### config.mk
export PLATFORM = sky130hd
export DESIGN_NAME = memory_reader_pipelined_flat
export DESIGN_NICKNAME = d
export VERILOG_FILES = /design/src/rtl/memory_reader_pipelined_if.sv /design/src/rtl/memory_reader_pipelined.sv /design/src/flat_wrapper.sv
export SDC_FILE = /design/constraint.sdc
export NUM_CORES = 1
export LEC_CHECK = 0
export CORE_UTILIZATION = 50
export DETAILED_ROUTE_END_ITERATION = 12
export GPL_TIMING_DRIVEN = 1
export PLACE_DENSITY = 0.74
export SLEW_MARGIN = 10
export SYNTH_ARGS = -nofsm -noshare
export SYNTH_HDL_FRONTEND = slang
export SYNTH_SLANG_ARGS = --single-unit
export TNS_END_PERCENT = 5
### constraint.sdc
create_clock -name clk_i -period 3.6 [get_ports clk_i]
set_clock_uncertainty 0.1 [all_clocks]
set_input_delay 0.54 -clock clk_i [delete_from_list [all_inputs] [get_ports clk_i]]
set_output_delay 0.54 -clock clk_i [all_outputs]
set_load 0.01 [all_outputs]
### src/rtl/memory_reader_pipelined_if.sv
// Request, response and memory-port bundle for memory_reader_pipelined.
// slave is the reader side, master is the requester/memory side.
interface memory_reader_pipelined_if #(
  parameter int ADDR_W = 32,
  parameter int DATA_W = 32
);
  logic              s_valid_i;
  logic              s_ready_o;
  logic [ADDR_W-1:0] s_addr_i;
  logic              s_last_i;
  logic              m_valid_o;
  logic              m_ready_i;
  logic [ADDR_W-1:0] m_addr_o;
  logic [DATA_W-1:0] m_data_o;
  logic              m_last_o;
  logic              mem_enable_o;
  logic [ADDR_W-1:0] mem_addr_o;
  logic [DATA_W-1:0] mem_data_i;

  modport slave (
    input  s_valid_i, s_addr_i, s_last_i,
    input  m_ready_i, mem_data_i,
    output s_ready_o, m_valid_o, m_addr_o,
    output m_data_o, m_last_o,
    output mem_enable_o, mem_addr_o
  );

  modport master (
    output s_valid_i, s_addr_i, s_last_i,
    output m_ready_i, mem_data_i,
    input  s_ready_o, m_valid_o, m_addr_o,
    input  m_data_o, m_last_o,
    input  mem_enable_o, mem_addr_o
  );
endinterface

### src/rtl/memory_reader_pipelined.sv
// Pipelined memory reader: fixed-latency reads land in an output FIFO.
// Occupancy counts in-flight reads too, so the FIFO can never overflow.
module memory_reader_pipelined #(
  parameter int ADDR_W      = 32,
  parameter int DATA_W      = 32,
  parameter int MEM_LATENCY = 1,
  parameter int FIFO_DEPTH  = 4,
  localparam int PW = $clog2(FIFO_DEPTH),
  localparam int LW = PW + 1
) (
  input  logic                      clk_i,
  input  logic                      rst_ni,
  memory_reader_pipelined_if.slave  bus,
  output logic                      done_o,
  output logic [LW-1:0]             level_o
);

  logic              s_xfer;
  logic              m_xfer;
  logic [LW-1:0]     occ;
  logic [LW-1:0]     cnt;
  logic [PW-1:0]     wp;
  logic [PW-1:0]     rp;
  logic              we;

  logic [MEM_LATENCY-1:0] pv;
  logic [MEM_LATENCY-1:0] pl;
  logic [ADDR_W-1:0]      pa [MEM_LATENCY];

  logic [ADDR_W-1:0]     fa [FIFO_DEPTH];
  logic [DATA_W-1:0]     fd [FIFO_DEPTH];
  logic [FIFO_DEPTH-1:0] fl;

  assign m_xfer = bus.m_valid_o & bus.m_ready_i;
  assign s_xfer = bus.s_valid_i & bus.s_ready_o;
  assign we     = pv[MEM_LATENCY-1];

  assign bus.s_ready_o =
    rst_ni & ((occ < LW'(FIFO_DEPTH)) | m_xfer);
  assign bus.mem_enable_o = s_xfer;
  assign bus.mem_addr_o   = bus.s_addr_i;

  assign bus.m_valid_o = (cnt != '0);
  assign bus.m_addr_o  = bus.m_valid_o ? fa[rp] : '0;
  assign bus.m_data_o  = bus.m_valid_o ? fd[rp] : '0;
  assign bus.m_last_o  = bus.m_valid_o & fl[rp];
  assign done_o        = m_xfer & bus.m_last_o;
  assign level_o       = occ;

  // Tag shift register tracking reads until memory data is valid.
  always_ff @(posedge clk_i or negedge rst_ni) begin
    if (!rst_ni) begin
      pv <= '0;
      pl <= '0;
      for (int i = 0; i < MEM_LATENCY; i++)
        pa[i] <= '0;
    end else begin
      pv[0] <= s_xfer;
      pl[0] <= bus.s_last_i;
      pa[0] <= bus.s_addr_i;
      for (int i = 1; i < MEM_LATENCY; i++) begin
        pv[i] <= pv[i-1];
        pl[i] <= pl[i-1];
        pa[i] <= pa[i-1];
      end
    end
  end

  // FIFO storage; contents are only visible while count is non-zero.
  always_ff @(posedge clk_i) begin
    if (we) begin
      fa[wp] <= pa[MEM_LATENCY-1];
      fl[wp] <= pl[MEM_LATENCY-1];
      fd[wp] <= bus.mem_data_i;
    end
  end

  // Pointers, FIFO count and total occupancy.
  always_ff @(posedge clk_i or negedge rst_ni) begin
    if (!rst_ni) begin
      wp  <= '0;
      rp  <= '0;
      cnt <= '0;
      occ <= '0;
    end else begin
      if (we)
        wp <= wp + PW'(1);
      if (m_xfer)
        rp <= rp + PW'(1);
      unique case ({we, m_xfer})
        2'b10:   cnt <= cnt + LW'(1);
        2'b01:   cnt <= cnt - LW'(1);
        default: cnt <= cnt;
      endcase
      unique case ({s_xfer, m_xfer})
        2'b10:   occ <= occ + LW'(1);
        2'b01:   occ <= occ - LW'(1);
        default: occ <= occ;
      endcase
    end
  end

endmodule

### src/flat_wrapper.sv
// flat-port wrapper written by rule: the top's interface ports become plain ports
module memory_reader_pipelined_flat 
#(
  parameter int ADDR_W      = 32,
  parameter int DATA_W      = 32,
  parameter int MEM_LATENCY = 1,
  parameter int FIFO_DEPTH  = 4,
  localparam int PW = $clog2(FIFO_DEPTH),
  localparam int LW = PW + 1
)
  (clk_i, rst_ni, done_o, level_o, bus_s_valid_i, bus_s_addr_i, bus_s_last_i, bus_m_ready_i, bus_mem_data_i, bus_s_ready_o, bus_m_valid_o, bus_m_addr_o, bus_m_data_o, bus_m_last_o, bus_mem_enable_o, bus_mem_addr_o);
  memory_reader_pipelined_if #(.ADDR_W(ADDR_W), .DATA_W(DATA_W)) bus_i ();
  input  logic clk_i;
  input  logic rst_ni;
  output logic done_o;
  output logic [LW-1:0] level_o;
  input wire logic [$bits(bus_i.s_valid_i)-1:0] bus_s_valid_i;
  input wire logic [$bits(bus_i.s_addr_i)-1:0] bus_s_addr_i;
  input wire logic [$bits(bus_i.s_last_i)-1:0] bus_s_last_i;
  input wire logic [$bits(bus_i.m_ready_i)-1:0] bus_m_ready_i;
  input wire logic [$bits(bus_i.mem_data_i)-1:0] bus_mem_data_i;
  output wire logic [$bits(bus_i.s_ready_o)-1:0] bus_s_ready_o;
  output wire logic [$bits(bus_i.m_valid_o)-1:0] bus_m_valid_o;
  output wire logic [$bits(bus_i.m_addr_o)-1:0] bus_m_addr_o;
  output wire logic [$bits(bus_i.m_data_o)-1:0] bus_m_data_o;
  output wire logic [$bits(bus_i.m_last_o)-1:0] bus_m_last_o;
  output wire logic [$bits(bus_i.mem_enable_o)-1:0] bus_mem_enable_o;
  output wire logic [$bits(bus_i.mem_addr_o)-1:0] bus_mem_addr_o;
  assign bus_i.s_valid_i = bus_s_valid_i;
  assign bus_i.s_addr_i = bus_s_addr_i;
  assign bus_i.s_last_i = bus_s_last_i;
  assign bus_i.m_ready_i = bus_m_ready_i;
  assign bus_i.mem_data_i = bus_mem_data_i;
  assign bus_s_ready_o = bus_i.s_ready_o;
  assign bus_m_valid_o = bus_i.m_valid_o;
  assign bus_m_addr_o = bus_i.m_addr_o;
  assign bus_m_data_o = bus_i.m_data_o;
  assign bus_m_last_o = bus_i.m_last_o;
  assign bus_mem_enable_o = bus_i.mem_enable_o;
  assign bus_mem_addr_o = bus_i.mem_addr_o;
  memory_reader_pipelined #(.ADDR_W(ADDR_W), .DATA_W(DATA_W), .MEM_LATENCY(MEM_LATENCY), .FIFO_DEPTH(FIFO_DEPTH)) u_core (.clk_i(clk_i), .rst_ni(rst_ni), .bus(bus_i), .done_o(done_o), .level_o(level_o));
endmodule
==> impl_metrics.ini <==
[outcome]
status = finished, final reports clean

[critical_path]
endpoint = bus_m_data_o[14]
cp.required_ns = 2.96
r2r_start = u_core.cnt[0]$_DFFE_PN0P_
crit_start = u_core.cnt[0]$_DFFE_PN0P_
r2r_slack_ns = 1.22
r2r_cells = 6
startpoint_type = register
worstPathArrival_ns = 2.84
worstReg2RegEnd = u_core.level_o[1]$_DFFE_PN0P_
crit_type = register to output pin
worstSetupEndpointType = output pin
crit_fanout = 67

[floorplan]
core_area_mm2 = 0.0226
die-width_um = 154
num_rows = 55
dieHeight_um = 154
dieArea_mm2 = 0.0236
start_util_pct = 50.9
ios = 173

[synthesis]
yosysMostFrequentCell = edfxtp_1
synth_commonest_cells = edfxtp_1, and2_1, mux4_2, dfrtp_1, buf_4
synth_async_sr_flop_share_pct = 14.5
synth_flop_cell = edfxtp_1
synth_area_leaders = edfxtp_1, mux4_2, dfrtp_1, and2_1, buf_4
ys_seq_elements = 304
yosys_warnings = 0
synth_top_cell_by_area = edfxtp_1
syn_area_per_cell_um2 = 21.8
ys_seq_area_share_pct = 77.4
synth-edff-count = 260
netlist_area_mm2 = 0.0115
synth_nets = 606
synth_top_cell_area_share_pct = 67.8
synth.distinct_cells = 24
netlist_instances = 529

[cts]
insertion_delay_ns = 0.54
ctsHtreeMaxLevel = 1
clock_path_buffers = 3
cts_sinks = 304
cts_hold_buf = 0
root_buffer = clkbuf_16
cts_resized = 0
post_cts_buffers = 0
path_clk_slew_ns = 0.06
cts_made_buffers = 30
cts_tree = done

[drt]
avgRoutedWirePerCell_um = 20.4
drt.antenna.violating_nets = 0
drc_errors = 0
drt-total-wl_um = 20300
drt_iter0_markers = 279
via_per_inst = 5.39
dr.pass1.iters = 4
vias = 5351

[grt]
grt_use_total_pct = 17.8
grt_max_degree = 68
first_global_vias = 5940
grt_pass1_wl_um = 32000
antenna_found_initial = 0
grt-ovfl-total = 0

[placement]
dp_hpwl_um = 11500
place_inst = 937
io_buffers = 172
gp_congestion = 0.693

[sta]
hold_viol_final = 0
worstMarginPinSlew_ns = 1.17
rsz0062_at_grt = no
drv_slew = 0
finalCritPeriodShare_pct = 96.6
relSlewSlack_pct = 22.1
max_freq_mhz = 288
fin_hold_ws_ns = 0.0504
tns_ns = 0
fin_crit_ns = 3.48
setup_viol = 0

[pwr]
leakagePower_nw = 4.80
p_per_area_mw_per_mm2 = 771
finalPower_mw = 11.0
vdd_drop_max_mv = 0.484

[hold_path]
hold_path.class = input pin to async pin

[cells_and_area]
stdcell_count = 993
syn_to_final_growth_pct = 23.8
fin_nets = 761
fill_cells = 1528
final-seq-area_mm2 = 0.00892
antenna_cells = 0
drive_gt1_share_pct = 17.9
multi_input_area_mm2 = 0.00218

[job]
maxCapViolations = 0
## critical path, stage by stage (launching register included)
cell and delay [ns]:
dfrtp_1 0.42, or3_2 0.92, and2_1 0.37, clkdlybuf4s50_1 0.49
## stage by stage
step           setup WS (ns)  utilization, %  instance area [µm²]
2_1_floorplan          0.922               -                11500
3_3_place_gp           0.722            58.6                13300
3_5_place_dp           0.684            58.6                13300
4_1_cts               0.0983            63.0                14300
5_1_grt               0.0235            63.0                14300
6_report               0.124            63.0                14300
## registers in the layout, summed over array words and instances, names as in the netlist
signal,cells
u_core.cnt,3
u_core.fa,128
u_core.fd,128
u_core.fl,4
u_core.level_o,3
u_core.pa,32
u_core.pl,1
u_core.pv,1
u_core.rp,2
u_core.wp,2
## metal layers
layer | up-vias | wire length [µm] | GRT usage [%]
met2 | 186 | 10500 | 31.5
met3 | 33 | 1130 | 3.41
met4 | 0 | 358 | 4.90
met1 | 2769 | 8270 | 22.6
li1 | 2363 | - | -
met5 | - | 0 | 0
## worst min-delay path by stage
stage / from / end
floorplan: rst_ni / u_core.cnt[0]$_DFFE_PN0P_
global placement: u_core.pa[17]$_DFF_PN0_ / u_core.fa[3][17]$_DFFE_PP_
detailed placement: u_core.pa[14]$_DFF_PN0_ / u_core.fa[2][14]$_DFFE_PP_
CTS: rst_ni / u_core.pa[13]$_DFF_PN0_
global route: rst_ni / u_core.pa[13]$_DFF_PN0_
finish: rst_ni / u_core.pa[13]$_DFF_PN0_
## kinds of logic (layout without fill, tap and decap cells)
kind of cell | count (synthesis) | after routing | share of synthesized area, %
AOI/OAI and AO/OA | 3 | 3 | 0.174
xor gates and xnor gates | 9 | 9 | 0.685
adders and majority gates | 8 | 8 | 1.00
buffers and inverters | 61 | 240 | 3.79
DFF | 304 | 304 | 77.4
muxes | 67 | 67 | 12.9
and+or+nand+nor | 77 | 77 | 4.09
## cell usage in the layout, fill, tap and decap left out, types with 6 or more instances in the layout
master / netlist / layout
edfxtp_1: 260 / 260
mux4_2: 65 / 65
clkdlybuf4s50_1: 0 / 171
clkbuf_16: 0 / 30
inv_1: 7 / 7
clkinv_2: 0 / 9
ha_1: 6 / 6
dfrtp_1: 44 / 42
and2_1: 70 / 66
## layout make-up
type | instances | share of cell area, %
tap | 285 | 2.50
clock inverter | 21 | 1.36
sequential | 304 | 62.5
clock buffer | 35 | 5.54
timing repair buffer | 177 | 12.6
inverter | 7 | 0.184
multi-input combinational | 164 | 15.3
## where the power goes
group	switching, mW	leakage (nW)	internal [mW]
clock	1.24	0.484	1.78
combinational	1.52	1.45	2.08
sequential	0.167	2.87	4.21
total	2.93	4.80	8.07
(Power assumes the default switching activity.)
